--- src/rtl/ps2_teclado_tx.sv ---
// rtl/ps2_teclado_tx.sv - PS/2 host-to-keyboard command byte transmitter (optional watchdog: PS2_TX_TIMEOUT_EN)
module ps2_teclado_tx #(
  parameter int CLK_FREQ_HZ = 50_000_000,
  parameter int INHIBIT_US  = 100,
  parameter int TIMEOUT_MS  = 15
) (
  input  logic       clk,
  input  logic       reset,
  input  logic [7:0] tx_data,
  input  logic       tx_start,
  input  logic       ps2_clk,
  input  logic       ps2_data,
  output logic       ps2_clk_oe,
  output logic       ps2_data_oe,
  output logic       tx_busy,
  output logic       tx_done,
  output logic       tx_error
);

  localparam int INHIBIT_CYCLES = (CLK_FREQ_HZ / 1_000_000) * INHIBIT_US;
  localparam int INH_W          = $clog2(INHIBIT_CYCLES + 1);
  localparam logic [INH_W-1:0] INH_LAST = INH_W'(INHIBIT_CYCLES - 1);

  localparam logic [2:0] ST_IDLE      = 3'd0;
  localparam logic [2:0] ST_INHIBIT   = 3'd1;
  localparam logic [2:0] ST_START     = 3'd2;
  localparam logic [2:0] ST_DATA      = 3'd3;
  localparam logic [2:0] ST_PARITY    = 3'd4;
  localparam logic [2:0] ST_STOP      = 3'd5;
  localparam logic [2:0] ST_ACK       = 3'd6;
  localparam logic [2:0] ST_WAIT_IDLE = 3'd7;

  // A zero-length inhibit or watchdog makes no sense; refuse to elaborate.
  if (INHIBIT_CYCLES < 1 || TIMEOUT_MS < 1) begin : g_param_check
    $error("ps2_teclado_tx: INHIBIT_US and TIMEOUT_MS must yield at least one cycle");
  end

  logic [2:0]       state;
  logic [7:0]       data_reg;
  logic             parity;
  logic [2:0]       bit_cnt;
  logic [INH_W-1:0] inh_cnt;
  logic             ack_ok;
  logic             clk_s1, clk_s2, clk_s3;
  logic             data_s1, data_s2;
  logic             clk_fall;
  logic             wd_expire;

  // Two-flop synchronizers plus one history flop for falling-edge detection.
  always_ff @(posedge clk) begin
    if (reset) begin
      clk_s1  <= 1'b1;
      clk_s2  <= 1'b1;
      clk_s3  <= 1'b1;
      data_s1 <= 1'b1;
      data_s2 <= 1'b1;
    end else begin
      clk_s1  <= ps2_clk;
      clk_s2  <= clk_s1;
      clk_s3  <= clk_s2;
      data_s1 <= ps2_data;
      data_s2 <= data_s1;
    end
  end

  assign clk_fall = clk_s3 & ~clk_s2;

`ifdef PS2_TX_TIMEOUT_EN
  localparam int TIMEOUT_CYCLES = (CLK_FREQ_HZ / 1000) * TIMEOUT_MS;
  localparam int TMO_W          = $clog2(TIMEOUT_CYCLES + 1);
  localparam logic [TMO_W-1:0] TMO_LAST = TMO_W'(TIMEOUT_CYCLES - 1);

  logic [TMO_W-1:0] wd_cnt;
  logic             wd_active;

  assign wd_active = (state == ST_START) || (state == ST_DATA) || (state == ST_PARITY) ||
                     (state == ST_STOP)  || (state == ST_ACK);

  // Watchdog: cycles since the last device clock edge while the device owns the clock.
  always_ff @(posedge clk) begin
    if (reset || !wd_active || clk_fall) begin
      wd_cnt <= '0;
    end else if (wd_cnt != TMO_LAST) begin
      wd_cnt <= wd_cnt + 1'b1;
    end
  end

  assign wd_expire = wd_active && !clk_fall && (wd_cnt == TMO_LAST);
`else
  assign wd_expire = 1'b0;
`endif

  // Transfer sequencer; line enables and status are registered here.
  always_ff @(posedge clk) begin
    if (reset) begin
      state       <= ST_IDLE;
      data_reg    <= 8'h00;
      parity      <= 1'b0;
      bit_cnt     <= 3'd0;
      inh_cnt     <= '0;
      ack_ok      <= 1'b0;
      ps2_clk_oe  <= 1'b0;
      ps2_data_oe <= 1'b0;
      tx_busy     <= 1'b0;
      tx_done     <= 1'b0;
      tx_error    <= 1'b0;
    end else begin
      tx_done  <= 1'b0;
      tx_error <= 1'b0;
      case (state)
        ST_IDLE: begin
          if (tx_start) begin
            data_reg    <= tx_data;
            parity      <= ~^tx_data;
            inh_cnt     <= '0;
            ps2_clk_oe  <= 1'b1;
            ps2_data_oe <= 1'b0;
            tx_busy     <= 1'b1;
            state       <= ST_INHIBIT;
          end
        end
        ST_INHIBIT: begin
          if (inh_cnt == INH_LAST) begin
            ps2_clk_oe  <= 1'b0;
            ps2_data_oe <= 1'b1;
            state       <= ST_START;
          end else begin
            inh_cnt <= inh_cnt + 1'b1;
          end
        end
        ST_START: begin
          if (clk_fall) begin
            ps2_data_oe <= ~data_reg[0];
            bit_cnt     <= 3'd0;
            state       <= ST_DATA;
          end
        end
        ST_DATA: begin
          if (clk_fall) begin
            if (bit_cnt == 3'd7) begin
              ps2_data_oe <= ~parity;
              state       <= ST_PARITY;
            end else begin
              bit_cnt     <= bit_cnt + 3'd1;
              ps2_data_oe <= ~data_reg[bit_cnt + 3'd1];
            end
          end
        end
        ST_PARITY: begin
          if (clk_fall) begin
            ps2_data_oe <= 1'b0;
            state       <= ST_STOP;
          end
        end
        ST_STOP: begin
          if (clk_fall) state <= ST_ACK;
        end
        ST_ACK: begin
          if (clk_fall) begin
            ack_ok <= ~data_s2;
            state  <= ST_WAIT_IDLE;
          end
        end
        ST_WAIT_IDLE: begin
          if (clk_s2 && data_s2) begin
            tx_done  <= ack_ok;
            tx_error <= ~ack_ok;
            tx_busy  <= 1'b0;
            state    <= ST_IDLE;
          end
        end
        default: begin
          ps2_clk_oe  <= 1'b0;
          ps2_data_oe <= 1'b0;
          tx_busy     <= 1'b0;
          state       <= ST_IDLE;
        end
      endcase
      if (wd_expire) begin
        ps2_clk_oe  <= 1'b0;
        ps2_data_oe <= 1'b0;
        tx_busy     <= 1'b0;
        tx_done     <= 1'b0;
        tx_error    <= 1'b1;
        state       <= ST_IDLE;
      end
    end
  end

endmodule

--- config.mk ---
export PLATFORM = sky130hd
export DESIGN_NAME = ps2_teclado_tx
export DESIGN_NICKNAME = d
export VERILOG_FILES = /design/src/rtl/ps2_teclado_tx.sv
export SDC_FILE = /design/constraint.sdc
export NUM_CORES = 1
export LEC_CHECK = 0
export BUFFER_PORTS_ARGS = -buffer_cell sky130_fd_sc_hd__buf_2
export CAP_MARGIN = 20
export CORE_MARGIN = 2
export CORE_UTILIZATION = 50
export CTS_BUF_LIST = sky130_fd_sc_hd__clkbuf_4 sky130_fd_sc_hd__clkbuf_8 sky130_fd_sc_hd__clkbuf_16
export CTS_CLUSTER_DIAMETER = 150
export DETAILED_ROUTE_END_ITERATION = 10
export HOLD_SLACK_MARGIN = 0.15
export PLACE_DENSITY_LB_ADDON = 0.1
export SYNTH_ARGS = -nofsm -noshare
export SYNTH_HDL_FRONTEND = slang
export SYNTH_SLANG_ARGS = --single-unit
--- constraint.sdc ---
create_clock -name clk -period 1.62 [get_ports clk]
set_input_delay 0.162 -clock clk [delete_from_list [all_inputs] [get_ports clk]]
set_output_delay 0.162 -clock clk [all_outputs]
set_load 0.1 [all_outputs]
* After elaboration in Yosys (flattened, before gate mapping)
Index checks and enable logic that the tools add are counted.
Storage, ports and cells: bits of input ports 13, register bits after elaboration 39, word-level logic and storage cells 95
Cells by class: bitwise operators 9, reductions and logical operators 16, equality and inequality tests 20, magnitude comparators 1, add/subtract/negate cells 2, multiplexer cells 31
Operators by type and width (count):
- 3-bit 2-to-1 mux | 12
- 13-bit 2-to-1 mux | 2
- 13-bit case mux with 2 select lines | 1
- 3-bit case mux with 8 select lines | 1
- 2-bit != test, second input constant | 11
- 3-bit equality test, second input constant | 5
- 13-bit by 1-bit adder with 13-bit output, second input constant | 1
- 13-bit equality test, second input constant | 1
- 1-bit 2-to-1 mux | 10
- 3-bit AND reduction | 3
- 9-bit AND reduction | 1
- 1-bit inverter | 8
- 8-bit XNOR reduction | 1
- 3-bit by 2-bit equality test with 1-bit output, second input constant | 2
- 3-bit case mux with 2 select lines | 1
- 6-bit AND reduction | 1
- 2-bit nonzero test | 3
- 1-bit case mux with 5 select lines | 1
- 5-bit nonzero test | 1
- 3-bit by 4-bit < comparator with 1-bit output, second input constant | 1
- 1-bit case mux with 2 select lines | 2
- 2-bit AND reduction | 2
- 4-bit AND reduction | 1
- 3-bit by 1-bit adder with 3-bit output, second input constant | 1
- 6 further kinds | 6

* Longest topological paths before layout
word-level depth 7, mapped depth 7, mapped depth without buffers 7

* Worst setup path after synthesis
No wires, ideal clock.
path type reg-to-reg, start register inh_cnt[3], end register state[1], path buffers 2, clock period less this slack 1.768 ns, arrival time 1.640 ns, data required time 1.492 ns, stages on the path, launching flop included 8, setup time 0.128 ns, slack -0.148 ns, cell sequence dfxtp_1 > buf_6 > or4_4 > o311ai_4 > buf_6 > o2111ai_2 > xor2_1 > nor2_1
On the way: longest elaborated chain between the ends 3
Ends and longest elaborated chain:
- start: declaration | line 42 | logic [INH_W-1:0] inh_cnt;
- start signal: assignment | line 128 | inh_cnt <= inh_cnt + 1'b1;
- 13-bit equality test | line 123 | if (inh_cnt == INH_LAST) begin
- 2-bit != test (no line)
- 9-bit AND reduction (no line)
- end signal: assignment | line 119 | state <= ST_INHIBIT;
- end signal: assignment | line 126 | state <= ST_START;
- end signal: assignment | line 135 | state <= ST_DATA;
- end: declaration | line 38 | logic [2:0] state;
Every way passes these cells. A chain may end at the register's enable or synchronous reset.

* Worst setup path after layout
start register inh_cnt[10], end register state[1]
The elaborated chain is that of the path after synthesis.

==> results_dict.tcl <==
set metrics [dict create \
    drive_above_1_share_pct 32.36 \
    slowest_stage "or4_4" \
    place_hpwl_mm 3.215 \
    gr-usage-all-layers_pct 23.20 \
    regArea_sq_um 787.0 \
    synth_top_area_share_pct 40.94 \
    die_y_microns 65.76 \
    antenna_found_initial 0 \
    ys_top_cells_by_area "dfxtp_1 (41%), xnor2_1 (6.4%), nand2_1 (5.1%)" \
    tightest_slew_ns 0.4921 \
    postRouteAntennaNets 0 \
    gp_congestion 0.9475 \
    dr.pass1.iters 4 \
    maxSlewViolCount 0 \
    core_area_sq_mm 0.003661 \
    crit_chain "or4_4 > o311ai_4 > buf_6 > o2111ai_4 > xor2_1 > nor2_1" \
    rsz0062_at_grt "yes" \
    setup_viol 11 \
    wirelength_mm 4.594 \
    drt_iter0_drc 43 \
    grt-ovfl-total 0 \
    cpPeakStageDelay_ns 0.55 \
    diodes 0 \
    hp-class "primary input to flop" \
    cts_buffers 5 \
    final_cells 323 \
    cts_tree "yes" \
    start_kind "flop" \
    vdd_ir_drop_max_mv 0.7166 \
    first_global_vias 1741 \
    post_drt_wl_per_cell_microns 14.22 \
    clkTransAtPathRegs_ns 0.08 \
    rows 22 \
    dp_slack_ns -0.1495 \
    max_cap_viol_count 0 \
    grt_max_degree 19 \
    power_leakage_uw 0.0009806 \
    grt_pass1_wl_mm 7.534 \
    syn_inst 216 \
    synthFlopType "dfxtp_1" \
    violations "setup timing" \
    initial_core_util_pct 52.08 \
    post-route-min-period_ns 1.812 \
    synth_top_cell_by_area "dfxtp_1" \
    end_kind "flop" \
    powerDensity_mw_per_mm2 1309 \
    routed_via_density 5.399 \
    hold_viol_final 0 \
    syn_nets 232 \
    ys_seq_area_share_pct 40.94 \
    dp_cells 303 \
    post_synth_num_cell_types 44 \
    io_buffers 17 \
    fin_nets 290 \
    ioPinCount 18 \
    cts_num_sinks 39 \
    drc 0 \
    die_area_sq_mm 0.004324 \
    cts.htree.levels 2 \
    clock.fmax_mhz 551.8 \
    finalClockSkew_ns 0.007834 \
    multiInputGateArea_sq_mm 0.001152 \
    clk_latency_ns 0.30 \
    ys_seq_elements 39 \
    largest_register_ffs 13 \
    relSlewSlack_pct 67.42 \
    path_max_fanout 5 \
    yosysWarnings 0 \
    root_buffer "clkbuf_8" \
    clk_path_buf_depth 2 \
    synth_area_per_cell_sq_um 8.828 \
    status "finished, violations left" \
    criticalPathCategory "flop to flop" \
    dieWidth_microns 65.76 \
    area_growth_pct 35.56 \
    fillerInstances 277 \
    min_period_over_period_pct 111.9 \
    synth_edf_count 0 \
    synthArstFlopShare_pct 0 \
    num_vias 1744 \
    final.setup.tns_ns -1.499 \
    cp.required_ns 1.81 \
    setup_ws_ns -0.1923 \
    mappedNetlistArea_sq_mm 0.001907 \
    worstPathArrival_ns 2.00 \
]
repair_timing:
action / 4_1_cts / 5_1_grt
setup buffers: 0 / 1
cloned: 0 / 1
pin swaps: 2 / 5
gates resized for setup: 11 / 12
endpoints found under the hold margin: 10 / 0
setup endpoints to repair: 15 / 18
hold buffers: 10 / 0
critical path, delay by kind of cell, from the launching register on:
kind | cells | cell delay (ns)
and+or+nand+nor | 2 | 0.62
buffers and inverters | 1 | 0.18
DFF | 1 | 0.32
xor gates and xnor gates | 1 | 0.18
AOI/OAI and AO/OA | 2 | 0.42
cell usage after synthesis (all sizes together) (2+ instances only):
cell type   n
dfxtp      39
nand2      26
nor2       24
a21oi      18
xnor2      14
nand3      11
clkbuf      8
or2         6
xor2        6
inv         5
nand4       5
o21ai       5
nor3        4
a211oi      3
buf         3
ha          3
mux2i       3
a311oi      2
a31oi       2
and3        2
mux4        2
nand2b      2
nand3b      2
nor4        2
o21a        2
cell type report:
type	count	area share [%]
Tap cell	48	2.323
Clock buffer	6	3.195
Sequential cell	39	30.45
Multi-Input combinational cell	161	44.58
Inverter	5	0.7260
Timing Repair Buffer	62	17.38
Clock inverter	2	1.355
kinds of logic after synthesis:
| group | Yosys count | synth area share, % |
|---|---|---|
| buffers and inverters | 16 | 4.002 |
| adder cells (fa/ha/maj) | 3 | 1.969 |
| flip-flops | 39 | 40.94 |
| multiplexers | 5 | 3.937 |
| XOR/XNOR | 20 | 9.186 |
| AND/OR/NAND/NOR | 94 | 25.92 |
| AO/OA/AOI/OAI | 39 | 14.04 |
cell usage in the layout (no fill, tap or decap), types with 2 or more instances in the layout:
cell type / synthesis / layout
dfxtp_2: 0 / 5
nand2b_1: 2 / 2
mux2i_1: 3 / 3
buf_2: 1 / 18
ha_4: 0 / 2
dfxtp_1: 39 / 34
nand3b_1: 2 / 2
xnor2_1: 14 / 14
or2_2: 6 / 6
and3_1: 2 / 2
a21oi_1: 18 / 18
a211oi_1: 3 / 3
a31oi_1: 2 / 2
o21ai_0: 5 / 3
nand3_1: 10 / 10
buf_4: 0 / 33
nand2_1: 26 / 25
mux4_2: 2 / 2
nand4_1: 5 / 5
xor2_1: 6 / 6
nor3_1: 4 / 4
dlygate4sd3_1: 0 / 10
clkbuf_8: 0 / 6
o21a_1: 2 / 2
nor2_1: 24 / 24
inv_1: 5 / 5
worst paths after layout:
kind                from  endpoint  slack, ns  depth (start not counted)
max reg2reg  inh_cnt[10]  state[1]      -0.19                          6
min                reset  state[2]       0.21                          2
min reg2reg       clk_s1    clk_s2       0.41                          1
max          inh_cnt[10]  state[1]      -0.19                          6
power breakdown:
group          internal, uW  switching, uW  total [uW]
logic                   556            822        1380
clock network           498            344         843
registers              1080           78.4        1160
stage by stage:
step                hold WS [ns]  utilization [%]  area (sq um)  total power, uW
CTS                       0.2157            68.87          2521             3289
global placement          0.3473            61.24          2242             2361
finish                    0.2137            70.61          2585             3383
global route              0.2342            70.61          2585             3573
floorplan                 0.2658                -          1907             2030
detailed placement        0.3516            61.24          2242             2388
layer usage:
metal / routed length [microns] / global-route usage, % / up-vias
li1: - / - / 869
met1: 1884 / 25.67 / 835
met2: 2461 / 40.66 / 30
met3: 150 / 4.452 / 10
met4: 98 / 14.06 / 0
met5: 0 / 0 / -
(Power assumes the default switching activity.)
